$ cat src/rtl/uart_tx_frame.sv
// UART transmitter: start bit, DATA_WIDTH data bits LSB-first, optional parity, stop bit.
// Each bit lasts max(prescale,1) clk cycles; all frame settings are latched at accept.
module uart_tx_frame #(
  parameter int DATA_WIDTH = 8
) (
  input  logic                  clk,
  input  logic                  rst,
  input  logic [DATA_WIDTH-1:0] p_data,
  input  logic                  data_valid,
  input  logic                  par_en,
  input  logic                  par_typ,
  input  logic [5:0]            prescale,
  output logic                  tx_out,
  output logic                  busy
);

  localparam int BW = (DATA_WIDTH > 1) ? $clog2(DATA_WIDTH) : 1;
  localparam logic [BW-1:0] LAST_BIT = BW'(DATA_WIDTH - 1);

  typedef enum logic [2:0] {IDLE, START, DATA, PARITY, STOP} state_t;

  state_t                state, state_n;
  logic [5:0]            edge_cnt, edge_n;
  logic [5:0]            p_last, p_last_n;
  logic [BW-1:0]         bit_cnt, bit_n;
  logic [DATA_WIDTH-1:0] shreg, shreg_n;
  logic                  par_en_q, par_en_n;
  logic                  par_bit, par_bit_n;
  logic                  tx_n, busy_n;
  logic                  bit_end;

  // p_last holds P-1, so prescale values 0 and 1 both yield one-cycle bits
  assign bit_end = (edge_cnt == p_last);

  always_ff @(posedge clk or negedge rst) begin
    if (!rst) begin
      state    <= IDLE;
      edge_cnt <= '0;
      bit_cnt  <= '0;
      p_last   <= '0;
      shreg    <= '0;
      par_en_q <= 1'b0;
      par_bit  <= 1'b0;
      tx_out   <= 1'b1;
      busy     <= 1'b0;
    end else begin
      state    <= state_n;
      edge_cnt <= edge_n;
      bit_cnt  <= bit_n;
      p_last   <= p_last_n;
      shreg    <= shreg_n;
      par_en_q <= par_en_n;
      par_bit  <= par_bit_n;
      tx_out   <= tx_n;
      busy     <= busy_n;
    end
  end

  always_comb begin
    state_n   = state;
    edge_n    = bit_end ? 6'd0 : edge_cnt + 6'd1;
    bit_n     = bit_cnt;
    p_last_n  = p_last;
    shreg_n   = shreg;
    par_en_n  = par_en_q;
    par_bit_n = par_bit;
    tx_n      = tx_out;
    busy_n    = busy;
    unique case (state)
      IDLE: begin
        edge_n = '0;
        bit_n  = '0;
        tx_n   = 1'b1;
        busy_n = 1'b0;
        if (data_valid) begin
          state_n   = START;
          shreg_n   = p_data;
          par_en_n  = par_en;
          par_bit_n = par_typ ? ~^p_data : ^p_data;
          p_last_n  = (prescale > 6'd1) ? prescale - 6'd1 : 6'd0;
          tx_n      = 1'b0;
          busy_n    = 1'b1;
        end
      end
      START: if (bit_end) begin
        state_n = DATA;
        tx_n    = shreg[0];
      end
      DATA: if (bit_end) begin
        if (bit_cnt == LAST_BIT) begin
          bit_n   = '0;
          state_n = par_en_q ? PARITY : STOP;
          tx_n    = par_en_q ? par_bit : 1'b1;
        end else begin
          // shift so the next data bit always sits at shreg[1] -> shreg[0]
          bit_n   = bit_cnt + 1'b1;
          shreg_n = shreg >> 1;
          tx_n    = shreg[1];
        end
      end
      PARITY: if (bit_end) begin
        state_n = STOP;
        tx_n    = 1'b1;
      end
      STOP: if (bit_end) begin
        state_n = IDLE;
        tx_n    = 1'b1;
        busy_n  = 1'b0;
      end
      default: begin
        state_n = IDLE;
        tx_n    = 1'b1;
        busy_n  = 1'b0;
      end
    endcase
  end

endmodule
$ cat config.mk
export PLATFORM = sky130hd
export DESIGN_NAME = uart_tx_frame
export DESIGN_NICKNAME = d
export VERILOG_FILES = /design/src/rtl/uart_tx_frame.sv
export SDC_FILE = /design/constraint.sdc
export NUM_CORES = 1
export LEC_CHECK = 0
export ABC_AREA = 1
export ABC_CLOCK_PERIOD_IN_PS = 1700
export CORE_ASPECT_RATIO = 1.1
export CORE_MARGIN = 8
export CORE_UTILIZATION = 30
export DETAILED_ROUTE_END_ITERATION = 7
export PLACE_DENSITY_LB_ADDON = 0.3
export SLEW_MARGIN = 40
export SYNTH_ARGS = -nofsm -noshare
export SYNTH_HDL_FRONTEND = slang
export SYNTH_SLANG_ARGS = --single-unit
$ cat constraint.sdc
create_clock -name clk -period 1.7 [get_ports clk]
set_input_delay 0.255 -clock clk [delete_from_list [all_inputs] [get_ports clk]]
set_output_delay 0.255 -clock clk [all_outputs]
set_load 0.005 [all_outputs]
---- After elaboration in Yosys (flattened, before gate mapping) ----
Index checks and enable logic that the tools add are counted.
operators by class
  $add $sub $neg .......................... 3
  $mul .................................... 0
  divide/modulo/power cells ............... 0
  $lt $le $gt $ge ......................... 1
  eq/ne operators ......................... 14
  shifts and indexed selects .............. 0
  mux-type cells .......................... 29
  bitwise gates (word level) .............. 1
  reductions and logical operators ........ 12
operators with widths
  operator             count
  $mux 3               9
  $mux 8               3
  $mux 6               3
  $pmux 8 s2           1
  $pmux 3 s5           1
  $ne 2x2->1 const B   7
  $mux 1               9
  $reduce_xnor 8->1    1
  $reduce_xor 8->1     1
  $add 6x1->6 const B  1
  $eq 3x2->1 const B   2
  $eq 3x3->1 const B   2
  $eq 6x6->1           1
  $gt 6x1->1 const B   1
  $pmux 3 s2           1
  $reduce_and 2->1     3
  $reduce_and 6->1     1
  $sub 6x1->6 const B  1
  $pmux 1 s4           1
  $reduce_and 4->1     1
  $add 3x1->3 const B  1
  $eq 3x1->1 const B   1
  $logic_not 3->1      1
  $pmux 1 s3           1
  other kinds (6)      6
storage, ports and cells
  register bits ........................... 30
  bits in latches ......................... 0
  bits in writable memories ............... 0
  bits in read-only memories .............. 0
  output and inout port bits .............. 2
  word-level logic and storage cells ...... 69
  memories ................................ 0

---- Logic depth before layout (Yosys ltp) ----
Gate-level depths: netlist of the first run.
  depth in word-level cells ............... 4
  gate-level depth with buffers ........... 10

---- Worst setup path after synthesis of the first run ----
No wires, ideal clock.
  path type ............................... register -> register
  start point ............................. register bit_cnt[0]
  end point ............................... register shreg[5]
  library setup time ...................... 0.123 ns
  data arrival time ....................... 1.389 ns
  required time ........................... 1.577 ns
  slack ................................... 0.188 ns
  cell stages (with the launch flop) ...... 9
  path buffers ............................ 1
  cells stage by stage .................... dfrtp_1 ha_1 ha_1 or2_4 nand2_2 nand2_4 buf_6 nand2_2 o21ai_2
between the ends
  cells in the longest elaborated chain, start to end .. 3
ends and longest elaborated chain
  item                               RTL line  text
  start: declaration                 25        logic [BW-1:0] bit_cnt, bit_n;
  start signal: assignment           49        bit_cnt <= bit_n;
  $eq 3x3->1                         90        if (bit_cnt == LAST_BIT) begin
  $ne 2x2->1 (no source line)        n/a
  $reduce_and 4->1 (no source line)  n/a
  end signal: assignment             51        shreg <= shreg_n;
  end: declaration                   26        logic [DATA_WIDTH-1:0] shreg, shreg_n;
No other way between the ends.
A chain may end at the register's enable or synchronous reset.

---- Final worst setup path of the first run ----
  start point ............................. register bit_cnt[0]
  end point ............................... register shreg[3]
The elaborated chain is that of the path after synthesis.

==> summary.txt, run 1 <==
Finish
  – Area Overhead vs Synth: 22.25%
  – Final core utilization: 0.3789
  – Diode count: 0
  – Final nets: about 290
  – # fillers: approximately 600
  – Layout cells sized above 1: 0.1245

Setup path
  – Flop2flop setup slack: around 0.12 ns
  – CP max FO: 15
  – Critical Path End Type: flop
  – Crit path kind: reg2reg
  – Worst Setup Start Kind: flop
  – Worst path required time: around 1.9 ns
  – CP arrival: around 1.8 ns

Synth
  – Mux cell area share after synthesis: 0.005598
  – Synth Area in Simple Gates: 0.3177
  – Leading post-synthesis cells by cell area: dfrtp_1 (41%), nand2_1 (16%), inv_1 (6.3%), nand3_1 (5.0%), nor2_1 (3.8%)
  – Syn. warnings: 0
  – Synth Area in Adders: 0.03499
  – Post-synth EDFFs: 0
  – Synth area leader: dfrtp_1
  – Number of synthesized register bits: 30
  – Post-Syn Area per Cell: 7.576 µm²
  – Xor/xnor share of the synthesized area: 0.03919
  – Ys async rst share: 1.000
  – Yosys cell types: 30
  – Main combinational cell family by area after synthesis: simple AND/OR/NAND/NOR gates
  – Synth top area share: 0.4059
  – Count leader, synth: nand2_1
  – Complex-gate fraction of the synthesized area: 0.1015
  – Synth Flop Type: dfrtp_1
  – Synth Net Count: 260
  – Syn Std Cell Area: approximately 1800 µm²
  – Cells after Synth: ~240
  – Synth top cells by count: nand2_1 (75), inv_1 (30), dfrtp_1 (29), nand3_1 (18), nor2_1 (18)
  – Sequential area share after synthesis: 0.4206

Clock tree
  – Hold buffer count at cts: 0
  – Clock slew seen by the registers of the worst setup and hold paths: approximately 0.060 ns
  – Post_cts resized: 0
  – CTS tree: done
  – Worst-Skew Late Latency: between 0.2 and 0.3 ns
  – CTS Buffer Depth: 2
  – H-tree depth: 2
  – Setup Fix Bufs, Post-CTS: 0
  – Sink Count: 30
  – Root buffer cell: clkbuf_8
  – TritonCTS Buffers: 5

Die
  – IO Pins: 21
  – Die area: approximately 8700 µm²
  – Row cnt: 29
  – Std-Cell Core Area: about 5800 µm²
  – Die width: about 90 µm
  – Starting Density: 0.3099
  – Die Height: just under 100 µm

STA
  – Final period util: 0.9303
  – RSZ-0062 raised after global routing: no
  – Peak Freq: approximately 630 MHz
  – Setup TNS: 0 ns
  – Setup violations, final: 0
  – Max Slew Vio Count: 0
  – Final hold violation count: 0
  – Setup ws final: around 0.12 ns
  – Worst Tran Pin Value: about 0.39 ns
  – Layout Skew: 0.005070 ns
  – Slew headroom: 0.7418
  – Final min period: 1.581 ns

Routing
  – Top Layer Used: met4
  – Final ANT Viol Nets: 0
  – WL met1: about 1800 µm
  – First-pass iteration count of the detailed router: 6
  – WL final: approximately 3500 µm
  – Drt initial violations: 71
  – Drt drc: 0
  – Drt wl/cell: between 10 and 15 µm
  – Routed length on met3: between 90 and 100 µm
  – Metal2 WL: 1619 µm
  – Via density: approximately 4.4
  – Routed vias: approximately 1500

Power and ir drop
  – Leakage: 1.108 nW
  – Worst vdd ir: around 500 µV
  – Pwr/cell area: approximately 1500 nW/µm²

Placement
  – Routability cong.: approximately 0.80
  – Port buffer count: 20
  – Post-DP HPWL: approximately 2700 µm
  – Post-Place Worst Slack: 0.05597 ns

Global routing
  – Initial antenna violation count: 0
  – GRT Residual Overflow: 0
  – First-pass GRT wire length: 6244 µm
  – Largest net degree at the start of global routing: 31
  – Total global-route track usage: 0.08973
  – Vias in the first global route: about 1400

Flow run
  – Max-cap violations: 0

Worst hold path
  – Hold crit path type: in2async

Outcome
  – Status: finished, final reports clean
==> state kept, by name, indices dropped and copies added (netlist names) <==
| register | flops |
|---|---|
| edge_cnt | 6 |
| state | 3 |
| par_en_q | 1 |
| bit_cnt | 3 |
| busy | 1 |
| par_bit | 1 |
| shreg | 8 |
| tx_out | 1 |
| p_last | 6 |
==> worst max-delay path: stages (launching register included) <==
cell	delay [ns]
dfrtp_1	0.40
ha_1	0.21
ha_1	0.21
or2_4	0.27
nand2_2	0.08
nand2_4	0.14
nand2_1	0.11
o21ai_2	0.05
==> area by class of cell <==
class	instances	area, µm²	area share
inverters	33	123.9	0.05667
flip-flops and latches	30	752.0	0.3440
multi-input cells	170	892.1	0.4081
repair buffers	24	230.2	0.1053
clock buffers	7	86.33	0.03950
well taps	77	96.34	0.04408
clock inverters	1	5.005	0.002290
==> layout by cell type, fill, tap and decap left out, types with 2 or more instances in the layout <==
cell             netlist  final
nand2_1               75     75
inv_1                 30     30
dfrtp_1               29     29
clkdlybuf4s50_1        0     20
nand3_1               18     18
nor2_1                18     18
o21ai_0               10     10
o21ai_2                7      7
o22ai_1                6      6
clkbuf_8               0      6
xor2_1                 5      5
nand2_2                5      5
ha_1                   5      5
buf_4                  0      4
inv_2                  3      3
xnor2_1                3      3
nor2_2                 2      2
o211ai_1               2      2
nor3_1                 2      2
a21oi_1                2      2
nand4_1                2      2
==> per-layer routing <==
layer | up-vias | global-route usage
li1 | 804 | -
met1 | 677 | 0.1145
met2 | 22 | 0.1366
met3 | 7 | 0.02115
met4 | 0 | 0.04231
met5 | - | 0
==> final timing paths <==
path	from	end	cells past startpoint
worst min register to register	shreg[7]$_DFFE_PN0P_	shreg[7]$_DFFE_PN0P_	2
worst max-delay path	bit_cnt[0]$_DFFE_PN0P_	shreg[3]$_DFFE_PN0P_	7
min in group clk	shreg[7]$_DFFE_PN0P_	shreg[7]$_DFFE_PN0P_	2
max in group asynchronous	rst	tx_out$_DFFE_PN1P_	2
worst max register to register	bit_cnt[0]$_DFFE_PN0P_	shreg[3]$_DFFE_PN0P_	7
worst min-delay path	rst	p_last[2]$_DFFE_PN0P_	2
==> per-stage QoR <==
step                      hold slack (ns)  power (mW)  instances  area [µm²]
after floorplan                  -0.04059       2.320        236        1788
after global placement             0.4663       2.689        334        2095
after detailed placement           0.4665       2.713        334        2095
after CTS                          0.3894       3.315        342        2186
after global routing               0.4075       3.575        342        2186
final                              0.3636       3.264        342        2186
==> cell families after synthesis <==
logic type      after synthesis
compound gates               28
xor+xnor                      8
fa+ha+maj                     5
buf+inv                      36
flops                        30
mux                           1
simple gates                128
==> where the power goes <==
part	leakage [nW]	internal [mW]	switching, mW
clock	0.0482	0.326	0.260
combinational	0.679	0.582	0.874
sequential	0.382	1.01	0.209
total	1.11	1.92	1.34
Note: power is estimated with default switching activity, not from simulation.
==> run 2: changes to the inputs <==
--- a/config.mk
+++ b/config.mk
@@ -5,12 +5,12 @@
 export SDC_FILE = /design/constraint.sdc
 export NUM_CORES = 1
 export LEC_CHECK = 0
-export ABC_AREA = 1
 export ABC_CLOCK_PERIOD_IN_PS = 1700
 export CORE_ASPECT_RATIO = 1.1
 export CORE_MARGIN = 8
 export CORE_UTILIZATION = 30
 export DETAILED_ROUTE_END_ITERATION = 7
+export DONT_BUFFER_PORTS = 1
 export PLACE_DENSITY_LB_ADDON = 0.3
 export SLEW_MARGIN = 40
 export SYNTH_ARGS = -nofsm -noshare
==> run 2 against run 1 <==
Against the previous run:
- the run now ends with negative setup slack left
- sequential power barely moved
- non-clock buffer count rose by 2
- final cell count fell by 22%
- critical endpoint is now shreg[1]$_DFFE_PN0P_
- largest power group unchanged
==> summary.txt, run 2 <==
Worst hold path
  – Hold crit path type: in2reg

Finish
  – Final core utilization: 0.3764
  – Final nets: 214
  – Max reg flops: 8
  – Largest registers: shreg x8, edge_cnt x6, p_last x6
  – Commonest non-fill, non-tap cells in the layout: dfrtp_1 (29), buf_4 (21), nor2_1 (16)
  – Commonest non-fill, non-tap cell in the layout: dfrtp_1
  – Top reg by flops: shreg
  – Post-route cell area: roughly 2100 µm²
  – Area Overhead vs Synth: 24.03%
  – Diode count: 0
  – Layout cells sized above 1: 0.2984

Synth
  – Synth Flop Type: dfrtp_1
  – Synth Net Count: roughly 190
  – Yosys cell types: 33
  – Post-synth EDFFs: 0
  – Post-Syn Area per Cell: about 11 µm²
  – Syn Std Cell Area: approximately 1700 µm²
  – Synth top area share: 0.4224
  – Synth top cells by count: dfrtp_1 (29), nor2_1 (17), nand2_1 (13), o21ai_0 (13)
  – Cells after Synth: about 160
  – Synth area leader: dfrtp_1
  – Sequential area share after synthesis: 0.4377
  – Count leader, synth: dfrtp_1
  – Syn. warnings: 0
  – Ys async rst share: 1.000
  – Number of synthesized register bits: 30
  – Leading post-synthesis cells by cell area: dfrtp_1 (42%), mux2_4 (6.1%), xnor2_1 (5.6%), xor2_1 (5.6%), mux2_2 (5.2%)

Global routing
  – Vias in the first global route: between 1000 and 1500
  – First-pass GRT wire length: between 5000 and 6000 µm
  – Total global-route track usage: 0.09357
  – Largest net degree at the start of global routing: 31
  – Initial antenna violation count: 0
  – GRT Residual Overflow: 0

Power and ir drop
  – Clock power share: 0.166
  – Switch Pwr: about 1.2 mW
  – Switch share: 0.3378
  – Leakage: between 0.9 and 1 nW
  – Sequential Power Share: 0.347
  – Post-layout power: ~3.6 mW
  – Pwr/cell area: between 1500 and 2000 nW/µm²
  – Worst vdd ir: about 650 µV
  – Int Pwr: 2.389 mW
  – Combinational share of power: 0.487

Setup path
  – Critical Path End Type: flop
  – Crit path kind: reg2reg
  – CP arrival: just under 2 ns
  – Worst Setup Start Kind: flop
  – CP max FO: 8
  – Slowest cell on crit path: dfrtp_1
  – CP peak stage delay: 0.39 ns
  – Crit-path cells: xor2_1, nor4_2, and2_1, o21a_1, buf_12, mux2_4
  – Worst path required time: 1.86 ns

Clock tree
  – H-tree depth: 2
  – Sink Count: 30
  – Clock slew seen by the registers of the worst setup and hold paths: approximately 0.07 ns
  – Root buffer cell: clkbuf_8
  – CTS Buffer Depth: 2
  – Worst-Skew Late Latency: 0.28 ns
  – CTS tree: done
  – TritonCTS Buffers: 5

Die
  – Die Height: between 90 and 100 µm
  – Die area: approximately 8400 µm²
  – Starting Density: 0.3035
  – Std-Cell Core Area: 5660 µm²
  – Row cnt: 29
  – IO Pins: 21
  – Die width: 88.15 µm

STA
  – RSZ-0062 raised after global routing: yes
  – Setup ws final: -0.06747 ns
  – Peak Freq: around 570 MHz
  – Max Slew Vio Count: 0
  – Setup violations, final: 9
  – Slew headroom: 0.7644
  – Worst Tran Pin Value: ~0.35 ns
  – Final min period: around 1.8 ns
  – Smallest hold slack: between 0.08 and 0.09 ns
  – Final period util: 1.040
  – Final hold violation count: 0
  – Layout Skew: 0.005295 ns

Placement
  – Placed Area: a little under 2000 µm²
  – Port buffer count: 0
  – Post-Place Worst Slack: -0.06945 ns
  – Routability cong.: between 0.7 and 0.8
  – Post-DP HPWL: roughly 2600 µm

Routing
  – Drt drc: 0
  – Drt wl/cell: ~13 µm
  – Routed vias: between 1000 and 1500
  – Via density: between 4 and 5
  – WL final: between 3000 and 4000 µm
  – Drt initial violations: 48
  – Final ANT Viol Nets: 0
  – First-pass iteration count of the detailed router: 3

Outcome
  – Violated checks: negative setup slack
  – Status: finished with violations

Flow run
  – Max-cap violations: 0
run 2: what timing repair did:
action | 4_1_cts | 5_1_grt
setup endpoints to repair | 8 | 19
resized for setup | 3 | 1
pin swaps | 1 | 3
cloned | 1 | 0
hold endpoints to repair | 30 | 0
hold buffers | 2 | 0
buffers inserted | 1 | 1
run 2: power by group through the flow:
stage | sequential (mW) | clock, mW | combinational [mW]
2_1_floorplan | 1.22 | 0 | 1.14
3_3_place_gp | 1.26 | 0 | 1.60
3_5_place_dp | 1.26 | 0 | 1.61
4_1_cts | 1.26 | 0.619 | 1.74
5_1_grt | 1.29 | 0.654 | 1.95
6_report | 1.25 | 0.598 | 1.76
run 2: worst paths after layout:
kind | start | endpoint | slack, ns | cells past startpoint
max | p_last[5]$_DFFE_PN0P_ | shreg[1]$_DFFE_PN0P_ | -0.07 | 6
min | prescale[0] | p_last[0]$_DFFE_PN0P_ | 0.09 | 1
max reg2reg | p_last[5]$_DFFE_PN0P_ | shreg[1]$_DFFE_PN0P_ | -0.07 | 6
min reg2reg | par_bit$_DFFE_PN0P_ | par_bit$_DFFE_PN0P_ | 0.50 | 2
max in group asynchronous | rst | tx_out$_DFFE_PN1P_ | 1.01 | 2
min in group asynchronous | rst | state[1]$_DFFE_PN0P_ | 0.45 | 2
run 2: kinds of logic (layout without fill, tap and decap cells):
| family | Yosys count | after routing | share of synthesized area |
|---|---|---|---|
| multiplexers | 21 | 21 | 0.1486 |
| XOR/XNOR | 22 | 22 | 0.1122 |
| adder cells (fa/ha/maj) | 5 | 5 | 0.03642 |
| AND/OR/NAND/NOR | 49 | 49 | 0.1347 |
| buffers and inverters | 12 | 40 | 0.03568 |
| flip-flops | 30 | 30 | 0.4377 |
| AO/OA/AOI/OAI | 24 | 24 | 0.09468 |
run 2: cell type report:
cell class | instances | area, µm²
clock buffer | 6 | 82.58
clock inverter | 2 | 12.51
fill | 609 | 3530
inverter | 6 | 22.52
multi-input combinational | 121 | 909.6
sequential | 30 | 752.0
tap | 77 | 96.34
timing repair buffer | 26 | 255.2
run 2: metal layers:
metal  GRT usage  up-vias  part of all wire
met4     0.03808        0             0.018
met2      0.1343       17              0.43
met5           0        -                 0
met3     0.03276        5             0.049
met1      0.1245      557              0.51
li1            -      614                 -
run 2: worst max-delay path, delay by kind of cell (launching register included):
family | cells | cell delay [ns]
compound gates | 1 | 0.17
buf+inv | 1 | 0.15
mux | 1 | 0.30
xor+xnor | 1 | 0.17
flops | 1 | 0.39
simple gates | 2 | 0.49
run 2: metrics by stage:
stage                     std cells  TNS (ns)
after global placement          255   -0.3148
after detailed placement        255   -0.4712
after CTS                       267   -0.6839
final                           268   -0.5448
after global routing            268    -1.419
after floorplan                 163   -0.8477
==> run 3: changes to the inputs <==
--- a/config.mk
+++ b/config.mk
@@ -5,7 +5,7 @@
 export SDC_FILE = /design/constraint.sdc
 export NUM_CORES = 1
 export LEC_CHECK = 0
-export ABC_CLOCK_PERIOD_IN_PS = 1700
+export ABC_CLOCK_PERIOD_IN_PS = 2100
 export CORE_ASPECT_RATIO = 1.1
 export CORE_MARGIN = 8
 export CORE_UTILIZATION = 30
==> constraint.sdc (replaced) <==
create_clock -name clk -period 2.1 [get_ports clk]
set_input_delay 0.315 -clock clk [delete_from_list [all_inputs] [get_ports clk]]
set_output_delay 0.315 -clock clk [all_outputs]
set_load 0.005 [all_outputs]
==> run 3 against run 2 <==
Against the previous run:
- largest cell class unchanged
- register-to-register slack improved by 0.35 ns
- critical path type unchanged
- sequential power decreased by 16%
- via count decreased by 3.4%
- sequential share of layout area increased by 3.4 points
- first-iteration DRC count increased by 130%
- the flow now finishes without violations
==> summary.txt, run 3 (synthesis results as in run 2) <==
Placement
  – Routability cong.: around 0.73
  – Port buffer count: 0
  – Post-DP HPWL: about 2600 µm

Power and ir drop
  – Worst vdd ir: 473.6 µV
  – Leakage: 0.8576 nW
  – Pwr/cell area: roughly 1300 nW/µm²

Routing
  – Drt drc: 0
  – Drt initial violations: ~110
  – Final ANT Viol Nets: 0
  – WL final: 3456 µm
  – Drt wl/cell: between 10 and 15 µm
  – First-pass iteration count of the detailed router: 4
  – Routed vias: 1152
  – Via density: between 4 and 5

Die
  – Die Height: approximately 95 µm
  – Die area: roughly 8400 µm²
  – Starting Density: 0.3035
  – IO Pins: 21
  – Std-Cell Core Area: ~5700 µm²
  – Die width: 88.15 µm
  – Row cnt: 29

STA
  – Max Slew Vio Count: 0
  – RSZ-0062 raised after global routing: no
  – Slew headroom: 0.7637
  – Final min period: approximately 1.8 ns
  – Setup violations, final: 0
  – Peak Freq: 550.2 MHz
  – Layout Skew: about 0.008 ns
  – Final hold violation count: 0
  – Final period util: 0.8655
  – Worst Tran Pin Value: approximately 0.35 ns
  – Setup TNS: 0 ns

Worst hold path
  – Worst hold path cell count: 1
  – Hold Path Origin: prescale[0]
  – Worst Hold End: p_last[0]$_DFFE_PN0P_
  – Hold crit path type: in2reg

Clock tree
  – CTS tree: done
  – Clock slew seen by the registers of the worst setup and hold paths: roughly 0.07 ns
  – H-tree depth: 2
  – Setup Fix Bufs, Post-CTS: 0
  – TritonCTS Buffers: 5
  – Sink Count: 30
  – Post_cts resized: 0
  – Worst-Skew Late Latency: 0.28 ns
  – CTS Buffer Depth: 2
  – Root buffer cell: clkbuf_8

Finish
  – Final nets: slightly below 200
  – Commonest non-fill, non-tap cells in the layout: dfrtp_1 (29), nor2_1 (17), nand2_1 (13), o21ai_0 (13)
  – Layout cells sized above 1: 0.2197
  – Top reg by flops: shreg
  – Final core utilization: 0.3437
  – Commonest non-fill, non-tap cell in the layout: dfrtp_1
  – Diode count: 0
  – Area Overhead vs Synth: 13.26%
  – Max reg flops: 8
  – Largest registers: shreg x8, edge_cnt x6, p_last x6

Setup path
  – CP peak stage delay: around 0.40 ns
  – Worst path required time: 2.27 ns
  – Levels on crit path: 6
  – CP arrival: a little under 2 ns
  – FF-to-FF path depth: 6
  – Largest delay share family, worst path: simple AND/OR/NAND/NOR gates
  – Slowest cell on crit path: dfrtp_1
  – Crit path kind: reg2reg
  – Critical Path End Type: flop
  – Worst Setup Start Kind: flop
  – CP max FO: 8
  – R2r endpoint: shreg[6]$_DFFE_PN0P_
  – CP bufs+invs: 1
  – Worst flop-to-flop path startpoint: p_last[0]$_DFFE_PN0P_
  – Flop2flop setup slack: around 0.28 ns
  – Crit-path cells: xor2_1, nor4_2, and2_1, o21a_1, buf_4, mux2_4

Global routing
  – GRT Residual Overflow: 0
  – First-pass GRT wire length: 6044 µm
  – Vias in the first global route: roughly 1200
  – Initial antenna violation count: 0
  – Total global-route track usage: 0.09525
  – Largest net degree at the start of global routing: 31

Flow run
  – Max-cap violations: 0

Outcome
  – Status: finished, final reports clean
run 3: routing by layer:
metal | share of wire | GRT usage | vias up | wire length [µm]
met5 | 0 | 0 | - | 0
met4 | 0.012 | 0.03808 | 0 | 40
met3 | 0.064 | 0.04310 | 2 | 221
met2 | 0.46 | 0.1362 | 24 | 1595
met1 | 0.46 | 0.1217 | 550 | 1598
li1 | - | - | 576 | -
run 3: power breakdown:
| group | internal [mW] | total (mW) | switching, mW | leakage [nW] |
|---|---|---|---|---|
| Combinational | 0.578 | 1.08 | 0.500 | 0.436 |
| Sequential | 0.839 | 1.05 | 0.213 | 0.375 |
| Clock | 0.263 | 0.490 | 0.227 | 0.0472 |
| Total | 1.68 | 2.62 | 0.940 | 0.858 |
run 3: worst max-delay path by stage:
stage,start,to,slack [ns]
after floorplan,p_last[5]$_DFFE_PN0P_,shreg[0]$_DFFE_PN0P_,0.28
after global placement,edge_cnt[0]$_DFF_PN0_,shreg[4]$_DFFE_PN0P_,0.28
after detailed placement,edge_cnt[0]$_DFF_PN0_,shreg[6]$_DFFE_PN0P_,0.26
after CTS,edge_cnt[0]$_DFF_PN0_,shreg[3]$_DFFE_PN0P_,0.25
after global routing,edge_cnt[0]$_DFF_PN0_,shreg[1]$_DFFE_PN0P_,0.16
final,p_last[0]$_DFFE_PN0P_,shreg[6]$_DFFE_PN0P_,0.28
run 3: per-stage QoR:
stage | hold WS [ns] | instance area [µm²] | total power, mW | setup WS (ns) | instances
6_report | 0.1420 | 1946 | 2.620 | 0.2824 | 250
5_1_grt | 0.1507 | 1946 | 2.863 | 0.1571 | 250
4_1_cts | 0.1331 | 1946 | 2.657 | 0.2530 | 250
3_5_place_dp | 0.02087 | 1821 | 2.139 | 0.2625 | 240
3_3_place_gp | 0.02103 | 1821 | 2.118 | 0.2820 | 240
2_1_floorplan | 0.01941 | 1718 | 1.914 | 0.2789 | 163
run 3: area by class of cell:
class                   instances  area, µm²
fillers                       601       3715
multi-input cells             121      904.6
flip-flops and latches         30      752.0
well taps                      77      96.34
clock buffers                   6      82.58
repair buffers                  8      75.07
inverters                       6      22.52
clock inverters                 2      12.51
run 3: worst register-to-register path: stages, from the launching register on:
cell	delay (ns)
dfrtp_1	0.40
xor2_1	0.18
nor4_2	0.32
and2_1	0.19
o21a_1	0.13
buf_4	0.19
mux2_4	0.31
run 3: timing repair:
item | 4_1_cts | 5_1_grt
setup endpoints to repair | 0 | 0
hold buffers | 2 | 0
hold endpoints to repair | 30 | 0
